--- src/rtl/pcie_msi_pkg.sv ---
// Shared types, widths and the vector-folding helper for the MSI request generator.
package pcie_msi_pkg;

    localparam int MSI_NUM_W = 5;
    localparam int MAX_IRQ   = 32;

    typedef enum logic [0:0] {
        IDLE = 1'b0,
        REQ  = 1'b1
    } msi_state_e;

    // The host may grant fewer vectors than sources; drop the upper index bits.
    function automatic logic [MSI_NUM_W-1:0] fold_vector(input logic [MSI_NUM_W-1:0] idx,
                                                         input logic [2:0] mme);
        logic [2:0]         lim;
        logic [MSI_NUM_W:0] msk;
        lim = (mme > 3'd5) ? 3'd5 : mme;
        msk = (6'd1 << lim) - 6'd1;
        return idx & msk[MSI_NUM_W-1:0];
    endfunction

endpackage

--- src/rtl/rr_arbiter.sv ---
// Combinational round-robin pick: first requester strictly after last_grant, with wrap.
module rr_arbiter
    import pcie_msi_pkg::*;
#(
    parameter int NUM_REQ = 8
) (
    input  logic [NUM_REQ-1:0]   req_i,
    input  logic [MSI_NUM_W-1:0] last_grant_i,
    output logic [MSI_NUM_W-1:0] grant_idx_o,
    output logic                 grant_valid_o
);

    int unsigned idx;

    always_comb begin
        grant_idx_o   = '0;
        grant_valid_o = 1'b0;
        idx           = 0;
        for (int off = 1; off <= NUM_REQ; off++) begin
            idx = (32'(last_grant_i) + 32'(off)) % 32'(NUM_REQ);
            if (!grant_valid_o && req_i[idx]) begin
                grant_valid_o = 1'b1;
                grant_idx_o   = idx[MSI_NUM_W-1:0];
            end
        end
    end

endmodule

--- src/rtl/pcie_msi_arbiter.sv ---
// Latches edge/level interrupt sources as pending and issues them one at a time
// as app_msi_req/app_msi_ack transactions to the PCIe core.
module pcie_msi_arbiter
    import pcie_msi_pkg::*;
#(
    parameter int               NUM_IRQ    = 8,
    parameter logic [NUM_IRQ-1:0] LEVEL_MASK = '0,
    parameter int               HOLDOFF    = 4096,
    parameter logic [2:0]       MSI_TC     = 3'b000
) (
    input  logic               clk,
    input  logic               reset_n,
    input  logic [NUM_IRQ-1:0] irq,
    input  logic [NUM_IRQ-1:0] irq_mask,
    input  logic               msi_enable,
    input  logic [2:0]         msi_mme,
    output logic               app_msi_req,
    output logic [4:0]         app_msi_num,
    output logic [2:0]         app_msi_tc,
    output logic               app_int_sts,
    input  logic               app_msi_ack,
    input  logic               app_int_ack,
    output logic [NUM_IRQ-1:0] irq_pending
);

    localparam int HO_W = $clog2(HOLDOFF);

    logic [NUM_IRQ-1:0]   irq_r_q;
    logic [NUM_IRQ-1:0]   pending_q, pending_d;
    logic [NUM_IRQ-1:0]   serviced_q, serviced_d;
    logic [HO_W-1:0]      ho_cnt_q, ho_cnt_d;
    msi_state_e           state_q;
    logic                 req_q;
    logic [MSI_NUM_W-1:0] num_q;
    logic [MSI_NUM_W-1:0] last_q;

    logic [NUM_IRQ-1:0]   eligible;
    logic [NUM_IRQ-1:0]   grant_oh;
    logic [NUM_IRQ-1:0]   edge_set, level_set;
    logic [MSI_NUM_W-1:0] grant_idx;
    logic                 grant_valid;
    logic                 grant_fire;
    logic                 ho_strobe;
    logic                 unused_int_ack;

    assign unused_int_ack = app_int_ack;

    assign eligible   = pending_q & ~irq_mask & {NUM_IRQ{msi_enable}};
    assign grant_fire = (state_q == IDLE) && grant_valid;
    assign ho_strobe  = (ho_cnt_q == HO_W'(HOLDOFF - 1));
    assign ho_cnt_d   = ho_strobe ? '0 : ho_cnt_q + 1'b1;

    rr_arbiter #(.NUM_REQ(NUM_IRQ)) u_rr (
        .req_i         (eligible),
        .last_grant_i  (last_q),
        .grant_idx_o   (grant_idx),
        .grant_valid_o (grant_valid)
    );

    // A level source being granted this cycle must not re-pend off its own still-high line.
    always_comb begin
        grant_oh = '0;
        for (int i = 0; i < NUM_IRQ; i++) begin
            grant_oh[i] = grant_fire && (grant_idx == MSI_NUM_W'(i));
        end
        edge_set   = irq & ~irq_r_q & ~LEVEL_MASK;
        level_set  = irq & ~serviced_q & LEVEL_MASK & ~grant_oh;
        pending_d  = (pending_q & ~grant_oh) | edge_set | level_set;
        serviced_d = grant_oh | (serviced_q & irq & ~{NUM_IRQ{ho_strobe}});
    end

    always_ff @(posedge clk or negedge reset_n) begin
        if (!reset_n) begin
            irq_r_q    <= '0;
            pending_q  <= '0;
            serviced_q <= '0;
            ho_cnt_q   <= '0;
        end else begin
            irq_r_q    <= irq;
            pending_q  <= pending_d;
            serviced_q <= serviced_d;
            ho_cnt_q   <= ho_cnt_d;
        end
    end

    always_ff @(posedge clk or negedge reset_n) begin
        if (!reset_n) begin
            state_q <= IDLE;
            req_q   <= 1'b0;
            num_q   <= '0;
            last_q  <= MSI_NUM_W'(NUM_IRQ - 1);
        end else begin
            case (state_q)
                IDLE: begin
                    if (grant_valid) begin
                        req_q   <= 1'b1;
                        num_q   <= fold_vector(grant_idx, msi_mme);
                        last_q  <= grant_idx;
                        state_q <= REQ;
                    end
                end
                REQ: begin
                    if (app_msi_ack) begin
                        req_q   <= 1'b0;
                        state_q <= IDLE;
                    end
                end
                default: begin
                    req_q   <= 1'b0;
                    state_q <= IDLE;
                end
            endcase
        end
    end

    assign app_msi_req = req_q;
    assign app_msi_num = num_q;
    assign app_msi_tc  = MSI_TC;
    assign app_int_sts = 1'b0;
    assign irq_pending = pending_q;

endmodule
--- config.mk ---
export PLATFORM = sky130hd
export DESIGN_NAME = pcie_msi_arbiter
export DESIGN_NICKNAME = d
export VERILOG_FILES = /design/src/rtl/pcie_msi_pkg.sv /design/src/rtl/rr_arbiter.sv /design/src/rtl/pcie_msi_arbiter.sv
export SDC_FILE = /design/constraint.sdc
export NUM_CORES = 1
export LEC_CHECK = 0
export ABC_AREA = 1
export BUFFER_PORTS_ARGS = -buffer_cell sky130_fd_sc_hd__clkbuf_2
export CAP_MARGIN = 20
export CORE_ASPECT_RATIO = 1.1
export CORE_MARGIN = 2
export CORE_UTILIZATION = 50
export CTS_CLUSTER_DIAMETER = 200
export DETAILED_ROUTE_END_ITERATION = 8
export GPL_ROUTABILITY_DRIVEN = 0
export PLACE_DENSITY_LB_ADDON = 0.2
export SYNTH_ARGS = -nofsm -noshare
export SYNTH_HDL_FRONTEND = slang
export SYNTH_HIERARCHICAL = 1
export SYNTH_SLANG_ARGS = --single-unit
--- constraint.sdc ---
create_clock -name clk -period 2.7 [get_ports clk]
set_clock_uncertainty 0.15 [all_clocks]
set_input_delay 0.675 -clock clk [delete_from_list [all_inputs] [get_ports clk]]
set_output_delay 0.675 -clock clk [all_outputs]
set_load 0.01 [all_outputs]
== After elaboration in Yosys (flattened, before gate mapping) ==
Cells that the tools add are included.

* Register bits after elaboration: 26
* Input port bits: 24
* Output and inout bits: 18
* Logic and storage cells: 109

* $add $sub $neg: 9
* Magnitude comparators: 9
* Equal/unequal tests: 9
* Shifts and indexed selects: 1
* Multiplexer cells: 39
* Bitwise gates (word level): 10
* Reductions and logical operators: 26

{| class="wikitable"
|+ Operator list
! kind !! count
|-
| $mux 5 || 7
|-
| $and 8x8->8 || 4
|-
| $lt 3x4->1 const B || 8
|-
| $bmux 1 s3 || 8
|-
| $not 8->8 || 3
|-
| $eq 5x3->1 const B || 4
|-
| $mux 1 || 20
|-
| $logic_and 1x1->1 || 16
|-
| $add 3x3->3 const B || 4
|-
| $eq 5x2->1 const B || 2
|-
| $or 8x8->8 || 1
|-
| $logic_not 1->1 || 7
|-
| $add 3x1->3 const B || 2
|-
| $add 3x2->3 const B || 2
|-
| $mux 3 || 2
|-
| $and 5x5->5 || 1
|-
| $eq 5x1->1 const B || 1
|-
| $logic_not 5->1 || 1
|-
| $shl 1x3->5 const A || 1
|-
| $sub 5x1->5 const B || 1
|-
| $ne 2x2->1 const B || 2
|-
| $pmux 1 s2 || 2
|-
| $reduce_and 2->1 || 2
|-
| $gt 3x3->1 const B || 1
|-
| $not 1->1 || 1
|}

== Logic depth before layout (Yosys ltp) ==
Gate-level depths: netlist (run 1).

* Depth in word-level cells: 32
* Gate-level depth with buffers: 23
* Mapped depth without buffers: 21

== Hierarchy ==
Netlist (run 1), hierarchy kept.

{| class="wikitable"
|+ By module, submodules not included
! module !! times used !! cells an instance !! area an instance (um^2) !! sequential area each (um^2)
|-
| pcie_msi_arbiter || 1 || 153 || 1267.5 || 704.4
|-
| rr_arbiter || 1 || 145 || 782.0 || 0.0
|}

== Least setup slack after synthesis (run 1) ==
Ideal clock, no wire load.

* Path type: register to register
* From: register last_q[1]
* To: register pending_q[0] (netlist: irq_pending[0])
* Library setup time: 117 ps
* Arrival: 2466 ps
* Data required time: 2433 ps
* Slack: -33 ps
* Stages on the path, launching flop included: 20
* Buffers on the path: 2
* Period minus slack after synthesis: 2733 ps
* Cells stage by stage: dfstp_2 -> buf_6 -> inv_2 -> ha_1 -> buf_2 -> inv_2 -> nand3_1 -> nand3_2 -> nand2_4 -> nor2_4 -> nand4_2 -> or2_0 -> nand3_1 -> nand3_1 -> inv_1 -> nand2_1 -> nor2_1 -> nand2_1 -> nand2_1 -> nand2_1

* Longest elaborated chain between the ends: 30
* Elaborated cells on any way between the ends: 60
* Those cells by class: 8 x add/sub; 32 x mux; 3 x bitwise; 17 x reduce/logical

{| class="wikitable"
|+ RTL lines
! what !! line !! RTL
|-
| from (decl) || pcie_msi_arbiter.sv:35 || <nowiki>logic [MSI_NUM_W-1:0] last_q;</nowiki>
|-
| from (signal assigned) || pcie_msi_arbiter.sv:91 || <nowiki>last_q <= MSI_NUM_W'(NUM_IRQ - 1);</nowiki>
|-
| from (signal assigned) || pcie_msi_arbiter.sv:98 || <nowiki>last_q <= grant_idx;</nowiki>
|-
| $add 3x1->3 || rr_arbiter.sv:20 || <nowiki>idx = (32'(last_grant_i) + 32'(off)) % 32'(NUM_REQ);</nowiki>
|-
| $bmux 1 s3 || rr_arbiter.sv:21 || <nowiki>if (!grant_valid_o && req_i[idx]) begin</nowiki>
|-
| $mux 1 (not written as such) || rr_arbiter.sv:21 ||
|-
| $mux 1 || rr_arbiter.sv:21 ||
|-
| $logic_not 1->1 || rr_arbiter.sv:21 ||
|-
| $logic_and 1x1->1 || rr_arbiter.sv:21 ||
|-
| $mux 1 || rr_arbiter.sv:21 ||
|-
| $logic_not 1->1 || rr_arbiter.sv:21 ||
|-
| [... 16 more ...] || -- ||
|-
| $mux 5 * || rr_arbiter.sv:21 ||
|-
| via grant_idx[2] || pcie_msi_arbiter.sv:40 || <nowiki>logic [MSI_NUM_W-1:0] grant_idx;</nowiki>
|-
| $logic_not 5->1 * || pcie_msi_arbiter.sv:64 || <nowiki>grant_oh[i] = grant_fire && (grant_idx == MSI_NUM_W'(i));</nowiki>
|-
| $logic_and 1x1->1 * || pcie_msi_arbiter.sv:64 ||
|-
| $not 8->8 * || pcie_msi_arbiter.sv:68 || <nowiki>pending_d = (pending_q & ~grant_oh) | edge_set | level_set;</nowiki>
|-
| $and 8x8->8 * || pcie_msi_arbiter.sv:68 ||
|-
| $or 8x8->8 * || pcie_msi_arbiter.sv:68 ||
|-
| via pending_d[0] || pcie_msi_arbiter.sv:29 || <nowiki>logic [NUM_IRQ-1:0] pending_q, pending_d;</nowiki>
|-
| to (signal assigned) || pcie_msi_arbiter.sv:80 || <nowiki>pending_q <= pending_d;</nowiki>
|-
| to (decl) || pcie_msi_arbiter.sv:29 ||
|}

The timed path passes the listed nets; every way through them passes the cells marked *. The select of a mux whose other input is x is not followed.
A chain may end at the register's enable or synchronous reset.

== Worst setup path in the final report (run 1) ==
* From: register last_q[1]
* To: register pending_q[2] (netlist: irq_pending[2])

* Longest elaborated chain between the ends: 30
* Elaborated cells on any way between the ends: 60
* Those cells by class: 8 x add/sub; 1 x eq/ne; 32 x mux; 3 x bitwise; 16 x reduce/logical

{| class="wikitable"
|+ RTL lines
! what !! line
|-
| $add 3x1->3 || rr_arbiter.sv:20
|-
| $bmux 1 s3 || rr_arbiter.sv:21
|-
| $mux 1 (not written as such) || rr_arbiter.sv:21
|-
| $mux 1 || rr_arbiter.sv:21
|-
| $logic_not 1->1 || rr_arbiter.sv:21
|-
| $logic_and 1x1->1 || rr_arbiter.sv:21
|-
| $mux 1 || rr_arbiter.sv:21
|-
| $logic_not 1->1 || rr_arbiter.sv:21
|-
| [... 16 more ...] || --
|-
| $mux 5 * || rr_arbiter.sv:21
|-
| via grant_idx[2] || pcie_msi_arbiter.sv:40
|-
| $eq 5x2->1 * || pcie_msi_arbiter.sv:64
|-
| $logic_and 1x1->1 * || pcie_msi_arbiter.sv:64
|-
| $not 8->8 * || pcie_msi_arbiter.sv:68
|-
| $and 8x8->8 * || pcie_msi_arbiter.sv:68
|-
| $or 8x8->8 * || pcie_msi_arbiter.sv:68
|-
| via pending_d[2] || pcie_msi_arbiter.sv:29
|}

Marks and branches as above.

==> results of run 1 <==
-- final cells by class --
cell class / instances / area [um2] / area share
multi-input cells: 226 / 1340 / 0.498
flip-flops and latches: 26 / 654 / 0.244
repair buffers: 69 / 449 / 0.168
inverters: 33 / 131 / 0.0490
well taps: 52 / 65.1 / 0.0243
clock buffers: 4 / 45.0 / 0.0168
-- through the flow --
stage,hold slack [ns],instances,cell area (um2),worst slack (ns)
floorplan,0.229,296,2010,0.000949
global placement,0.302,391,2290,-0.132
detailed placement,0.320,391,2290,-0.206
CTS,0.270,395,2360,0.00202
global route,0.313,410,2680,-0.128
finish,0.256,410,2680,0.0210
-- state kept, by name, summed over array words and instances, names as in the netlist --
register     cells
last_q           3
irq_r_q          8
state_q          1
app_msi_req      1
irq_pending      8
app_msi_num      5
-- cell usage in the layout (no fill, tap or decap), types with 2 or more instances in the layout --
cell        n
nor2_1     21
buf_8       2
clkbuf_2   35
nor2_2      7
inv_2      13
o21ai_2     6
nand3_1    20
clkbuf_8    3
o21ai_0     4
nand2_2    14
xnor2_4     2
nand2_1   104
nand3_2    16
nand2_4     2
buf_4      30
dfstp_2     3
nor2_4      3
inv_1      18
conb_1      6
nand4_1     4
dfrtp_1    23
nand3_4     6
-- routing by layer --
layer | share of wire | GRT usage
met5 | 0 | 0
met1 | 0.41 | 0.244
met2 | 0.56 | 0.403
met4 | 0.0069 | 0.0556
met3 | 0.024 | 0.0145
-- worst max-delay path by stage --
stage	to	slack (ns)
global route	irq_pending[6]	-0.13
floorplan	irq_pending[0]	0.0009
detailed placement	irq_pending[6]	-0.21
CTS	irq_pending[6]	0.002
global placement	irq_pending[6]	-0.13
finish	irq_pending[2]	0.02
-- worst register-to-register path, delay by kind of cell (launching register included) --
family                   cells  cell delay [ns]
adder cells (fa/ha/maj)      1             0.29
buffers and inverters        3             0.24
flip-flops                   1             0.56
AND/OR/NAND/NOR             13             1.32
-- repair_timing --
item / in CTS / in global routing
cloned: 0 / 1
resized for setup: 4 / 55
endpoints found under the setup margin: 11 / 15
pin swaps: 0 / 28
buffers inserted: 0 / 14
==> flow_summary.ini, run 1 <==
[outcome]
outcome = completed

[layout]
syn2layout_area_growth_pct = 35.1
diodes = 0
nets = 386
fillers = 337
final_core_utilization = 0.692
layout-drive-gt1-share = 0.425

[floorplan]
row_count = 24
ios = 42
die_y_um = 70.1
initial_utilization = 0.512
die_width_um = 64.1
dieArea_mm2 = 0.00449
fp.coreArea_mm2 = 0.00387

[critical_path]
reg2reg_to = irq_pending[2]
startpoint_type = flop
max_stage_delay_ns = 0.56
critPathSlowestCell = dfstp_2
r2r_cells = 17
crit_required_ns = 2.71
startpoint = last_q[1]
cp_num_cells = 17
crit_chain = inv_2 -> ha_4 -> inv_6 -> nand3_4 -> nand3_4 -> nand2_4 -> nor2_4 -> nand4_4 -> or2_0 -> nand3_1 -> nand3_2 -> inv_2 -> nand2_1 -> nor2_1 -> nand2_1 -> nand2_1 -> nand2_1
crit_type = flop to flop
r2r_slack_ns = 0.02
worst-endpoint-arrival_ns = 2.69
crit_top_cell = nand2_1
endpoint_kind = flop
cp_max_fo = 6
path_buf_inv = 3
critPathTopFamily = simple AND/OR/NAND/NOR gates
r2r_start = last_q[1]

[job]
cap_viol_max_count = 0

[clock_tree]
clk_latency_ns = 0.26
hold_buffers = 0
cts_tree = done
cts_made_buffers = 3
clk_pin_slew_worst_paths_ns = 0.08
clockBufferDepth = 2
cts-root-buf = clkbuf_8
clock-sinks = 26
htree_levels = 1

[route]
ant_nets = 0
totalWireLength_um = 4800
vias_per_cell = 4.94
firstDrtPassIters = 4
wire_per_inst_um = 11.7
drt_iter0_drc = 48
post-route-drc-count = 0
vias = 2027

[sta]
rsz0062_at_grt = true
post-route-period-util = 0.992
tightest_slew_ns = 0.615
hold_viol = 0
report.final.slew_viol_count = 0
tns_ns = 0
setup_viol = 0
timing.fmax_ghz = 0.373
slew_headroom = 0.590
min_period_ns = 2.68

[synthesis]
ys.warnings.count = 6
syn_area_mm2 = 0.00198
synth_cells = 292
avgSynthCellArea_um2 = 6.80

[global_routing]
antenna_found_initial = 0
grt_max_degree = 27
grt_pass1_wl_um = 7690
first_global_vias = 1916
grt-ovfl-total = 0
grt_usage = 0.209

[min_path]
min_path_type = input pin to async pin

[placement]
io_buffers = 36
hpwl_um = 3590
Power of run 1 is left out: the tool's default activity adds up to more than one toggle a clock period on the data nets, which glitch-free logic cannot reach.
==> inputs of run 2 (changes only) <==
--- a/config.mk
+++ b/config.mk
@@ -15,6 +15,7 @@
 export DETAILED_ROUTE_END_ITERATION = 8
 export GPL_ROUTABILITY_DRIVEN = 0
 export PLACE_DENSITY_LB_ADDON = 0.2
+export SLEW_MARGIN = 20
 export SYNTH_ARGS = -nofsm -noshare
 export SYNTH_HDL_FRONTEND = slang
 export SYNTH_HIERARCHICAL = 1
==> constraint.sdc (replaced) <==
create_clock -name clk -period 2.7 [get_ports clk]
set_clock_uncertainty 0.15 [all_clocks]
set_input_delay 0.135 -clock clk [delete_from_list [all_inputs] [get_ports clk]]
set_output_delay 0.135 -clock clk [all_outputs]
set_load 0.01 [all_outputs]
==> run 2 against run 1 <==
Net effect: the run now ends with negative setup slack left; die area is the same; first-iteration DRC count is 77% higher; worst hold slack lost 0.19 ns; setup slack got worse by 0.023 ns; sequential cell count did not move; clock-buffer cell count unchanged; critical path type unchanged; critical path depth unchanged; via count down 0.20%; routed wire length is 3.8% higher.
==> flow_summary.ini, run 2 (synthesized netlist as in run 1, its figures left out) <==
[floorplan]
initial_utilization = 0.512
dieArea_mm2 = 0.00449
die_width_um = 64.1
die_y_um = 70.1
ios = 42
row_count = 24
fp.coreArea_mm2 = 0.00387

[route]
drt_iter0_drc = 85
vias_per_cell = 4.86
totalWireLength_um = 4980
post-route-drc-count = 0
wire_per_inst_um = 12.0
ant_nets = 0
vias = 2023
firstDrtPassIters = 4

[layout]
design_area_mm2 = 0.00280
regArea_um2 = 654
fillers = 310
final_cells = 416
layout-drive-gt1-share = 0.404
multi_input_area_mm2 = 0.00138
final_common_cell = nand2_1
syn2layout_area_growth_pct = 41.1
final_cell_mix = nand2_1 (100), clkbuf_2 (36), buf_4 (25)
nets = 392
diodes = 0

[clock_tree]
cts_tree = done
clock-sinks = 26
clk_pin_slew_worst_paths_ns = 0.08
cts_made_buffers = 3
htree_levels = 1
clk_latency_ns = 0.27
cts-root-buf = clkbuf_8
clockBufferDepth = 2

[critical_path]
startpoint_type = flop
crit_chain = inv_2 -> ha_4 -> inv_6 -> nand3_4 -> nand3_4 -> nand2_4 -> nor2_4 -> nand4_4 -> or2_0 -> nand3_1 -> nand3_2 -> inv_2 -> nand2_4 -> nor2_4 -> nand2_2 -> nand2_2 -> nand2_1
worst-endpoint-arrival_ns = 2.72
path_buf_inv = 3
startpoint = last_q[1]
max_stage_delay_ns = 0.56
crit_type = flop to flop
crit_required_ns = 2.72
endpoint_kind = flop
reg2reg_to = irq_pending[2]
r2r_slack_ns = -0.002
critPathTopFamily = simple AND/OR/NAND/NOR gates
cp_num_cells = 17
cp-endpoint = irq_pending[2]
r2r_start = last_q[1]
cp_max_fo = 6
r2r_cells = 17
critPathSlowestCell = dfstp_2

[sta]
post-route-period-util = 1.00
timing.fmax_ghz = 0.370
setup_viol = 1
tightest_slew_ns = 0.618
hold_viol = 0
rsz0062_at_grt = true
report.final.slew_viol_count = 0
tns_ns = -0.00221
slew_headroom = 0.588
min_period_ns = 2.70
setup_ws_ns = -0.00221

[placement]
dp_slack_ns = -0.0374
place_inst = 387
hpwl_um = 3460
placed_area_mm2 = 0.00226
io_buffers = 36

[min_path]
hold_path_depth = 4
min_path_type = input pin to flop

[outcome]
outcome = finished, violations left
failed_checks = negative setup slack

[global_routing]
antenna_found_initial = 0
grt_pass1_wl_um = 7870
grt_usage = 0.219
grt_max_degree = 27
grt-ovfl-total = 0
first_global_vias = 1930

[job]
cap_viol_max_count = 0
-- run 2: tightest hold or removal path, stage by stage --
cell      delay (ns)
clkbuf_2        0.12
nand3_1         0.08
nand3_1         0.08
nand2_1         0.04
-- run 2: how the worst min path moves through the flow --
stage                     startpoint              to  slack [ns]
after global placement       reset_n      irq_r_q[4]        0.03
after detailed placement     reset_n      irq_r_q[4]        0.03
after CTS                 msi_mme[1]  app_msi_num[2]        0.06
after global routing      msi_mme[1]  app_msi_num[2]        0.09
after floorplan              reset_n  app_msi_num[0]       -0.31
final                     msi_mme[1]  app_msi_num[2]        0.06
-- run 2: layer usage --
layer / vias to the layer above / track usage / wire length [um]
li1: 1047 / - / -
met1: 939 / 0.260 / 2020
met2: 29 / 0.404 / 2790
met3: 8 / 0.0161 / 91
met4: 0 / 0.0870 / 79
met5: - / 0 / 0
-- run 2: area by class of cell --
type                            instances  area share
Multi-Input combinational cell        226       0.494
Inverter                               33      0.0469
Clock buffer                            4      0.0161
Timing Repair Buffer                   75       0.186
Tap cell                               52      0.0232
Sequential cell                        26       0.234
-- run 2: per-stage QoR --
stage	utilization	hold WS, ns
finish	0.723	0.0647
global placement	0.584	0.0288
global route	0.723	0.0893
detailed placement	0.584	0.0312
CTS	0.626	0.0561
floorplan	-	-0.311
-- run 2: repair_timing --
item / 4_1_cts / 5_1_grt
hold buffers: 10 / 0
pin swaps: 0 / 23
resized for setup: 3 / 63
cloned: 0 / 1
hold endpoints to repair: 41 / 0
buffers inserted: 0 / 15
endpoints found under the setup margin: 7 / 18
Power of run 2 is left out for the same reason.
==> inputs of run 3 (changes only) <==
--- a/config.mk
+++ b/config.mk
@@ -8,7 +8,6 @@
 export ABC_AREA = 1
 export BUFFER_PORTS_ARGS = -buffer_cell sky130_fd_sc_hd__clkbuf_2
 export CAP_MARGIN = 20
-export CORE_ASPECT_RATIO = 1.1
 export CORE_MARGIN = 2
 export CORE_UTILIZATION = 50
 export CTS_CLUSTER_DIAMETER = 200
==> run 3 against run 2 <==
Net effect: first-iteration DRC count is 16% lower; the flow now finishes without violations; critical endpoint is now irq_pending[0]; setup slack better by 0.028 ns; die area about the same; fmax increased by 1.1%; worst hold slack lost 0.017 ns.
==> flow_summary.ini, run 3 (synthesized netlist as in run 1, its figures left out) <==
[min_path]
min_path_type = input pin to flop

[sta]
setup_viol = 0
min_period_ns = 2.67
timing.fmax_ghz = 0.374
tightest_slew_ns = 0.622
report.final.slew_viol_count = 0
rsz0062_at_grt = true
tns_ns = 0
hold_viol = 0
post-route-period-util = 0.990
slew_headroom = 0.585

[floorplan]
ios = 42
dieArea_mm2 = 0.00449
die_y_um = 67
fp.coreArea_mm2 = 0.00374
initial_utilization = 0.530
row_count = 22
die_width_um = 67

[clock_tree]
cts_made_buffers = 3
clk_pin_slew_worst_paths_ns = 0.08
clock-sinks = 26
htree_levels = 1
clockBufferDepth = 2
clk_latency_ns = 0.27
cts_tree = done
cts-root-buf = clkbuf_8

[critical_path]
startpoint_type = flop
worst-endpoint-arrival_ns = 2.69
critPathSlowestCell = dfstp_2
path_buf_inv = 2
crit_required_ns = 2.72
max_stage_delay_ns = 0.56
critPathTopFamily = simple AND/OR/NAND/NOR gates
endpoint_kind = flop
crit_chain = inv_2 -> ha_4 -> nand3_2 -> nand3_4 -> nand2_4 -> nor2_4 -> nand4_4 -> or2_0 -> nand3_1 -> nand3_2 -> inv_2 -> nand2_1 -> nor2_1 -> nand2_1 -> nand2_1 -> nand2_1
crit_top_cell = nand2_1
crit_type = flop to flop
cp_max_fo = 6

[global_routing]
grt_util_met1 = 0.264
grt-ovfl-total = 0
first_global_vias = 1801
grt_pass1_wl_um = 7300
grt-busiest-layer = met2
grt_max_degree = 27
grt_usage = 0.213
antenna_found_initial = 0
grt_util_met3 = 0.0169
use_met2 = 0.387

[route]
drt_iter0_drc = 71
ant_nets = 0
totalWireLength_um = 4890
vias_per_cell = 4.97
wire_per_inst_um = 11.9
vias = 2038
post-route-drc-count = 0
firstDrtPassIters = 4

[layout]
fillers = 316
nets = 390
final_cell_mix = nand2_1 (104), clkbuf_2 (36), nor2_1 (26), buf_4 (26), nand3_1 (24)
multi_input_area_mm2 = 0.00130
diodes = 0
final_common_cell = nand2_1
layout-drive-gt1-share = 0.373
regArea_um2 = 654
syn2layout_area_growth_pct = 35.9

[job]
cap_viol_max_count = 0

[placement]
io_buffers = 36
hpwl_um = 3590

[outcome]
outcome = completed
## run 3: changes by cell type in the layout (fill, tap and decap cells not counted), sizes merged
cell   previous run  this run
buf              29        28
nand2           120       119
## run 3: worst paths after layout
| path | slack, ns | cells after the start | from | endpoint |
|---|---|---|---|---|
| setup / recovery | 0.03 | 16 | last_q[1] | irq_pending[0] |
| hold / removal | 0.05 | 4 | msi_mme[1] | app_msi_num[2] |
| setup reg to reg | 0.03 | 16 | last_q[1] | irq_pending[0] |
| hold reg to reg | 0.32 | 1 | state_q | app_msi_req |
| max in group asynchronous | 1.74 | 2 | reset_n | state_q |
| min in group asynchronous | 0.25 | 2 | reset_n | irq_r_q[6] |
## run 3: what timing repair did
| item | in CTS | in global routing |
|---|---|---|
| buffers inserted | 0 | 12 |
| setup endpoints to repair | 9 | 18 |
| endpoints found under the hold margin | 41 | 0 |
| pin swaps | 1 | 15 |
| hold buffers | 10 | 0 |
| cloned | 0 | 0 |
| resized for setup | 6 | 39 |
## run 3: area by class of cell
| class | count | share of cell area |
|---|---|---|
| flip-flops and latches | 26 | 0.243 |
| clock buffers | 4 | 0.0167 |
| inverters | 33 | 0.0487 |
| repair buffers | 74 | 0.187 |
| well taps | 48 | 0.0223 |
| multi-input cells | 225 | 0.482 |
## run 3: tightest hold or removal path, stage by stage
cell	delay, ns
clkbuf_2	0.11
nand3_1	0.07
nand3_1	0.08
nand2_1	0.04
## run 3: routing by layer
layer	vias to the layer above	wire length, um
met1	933	2120
met2	40	2530
li1	1054	-
met5	-	0
met3	11	123
met4	0	112
## run 3: through the flow
stage / utilization / instances / setup slack, ns / instance area, um2 / hold WS (ns)
finish: 0.721 / 410 / 0.0261 / 2700 / 0.0480
CTS: 0.651 / 398 / 0.0243 / 2440 / 0.0556
detailed placement: 0.605 / 384 / -0.0690 / 2260 / 0.0247
global route: 0.721 / 410 / -0.131 / 2700 / 0.0876
floorplan: - / 296 / 0.000949 / 2010 / -0.311
global placement: 0.605 / 384 / -0.0132 / 2260 / 0.0297
Power of run 3 is left out for the same reason.
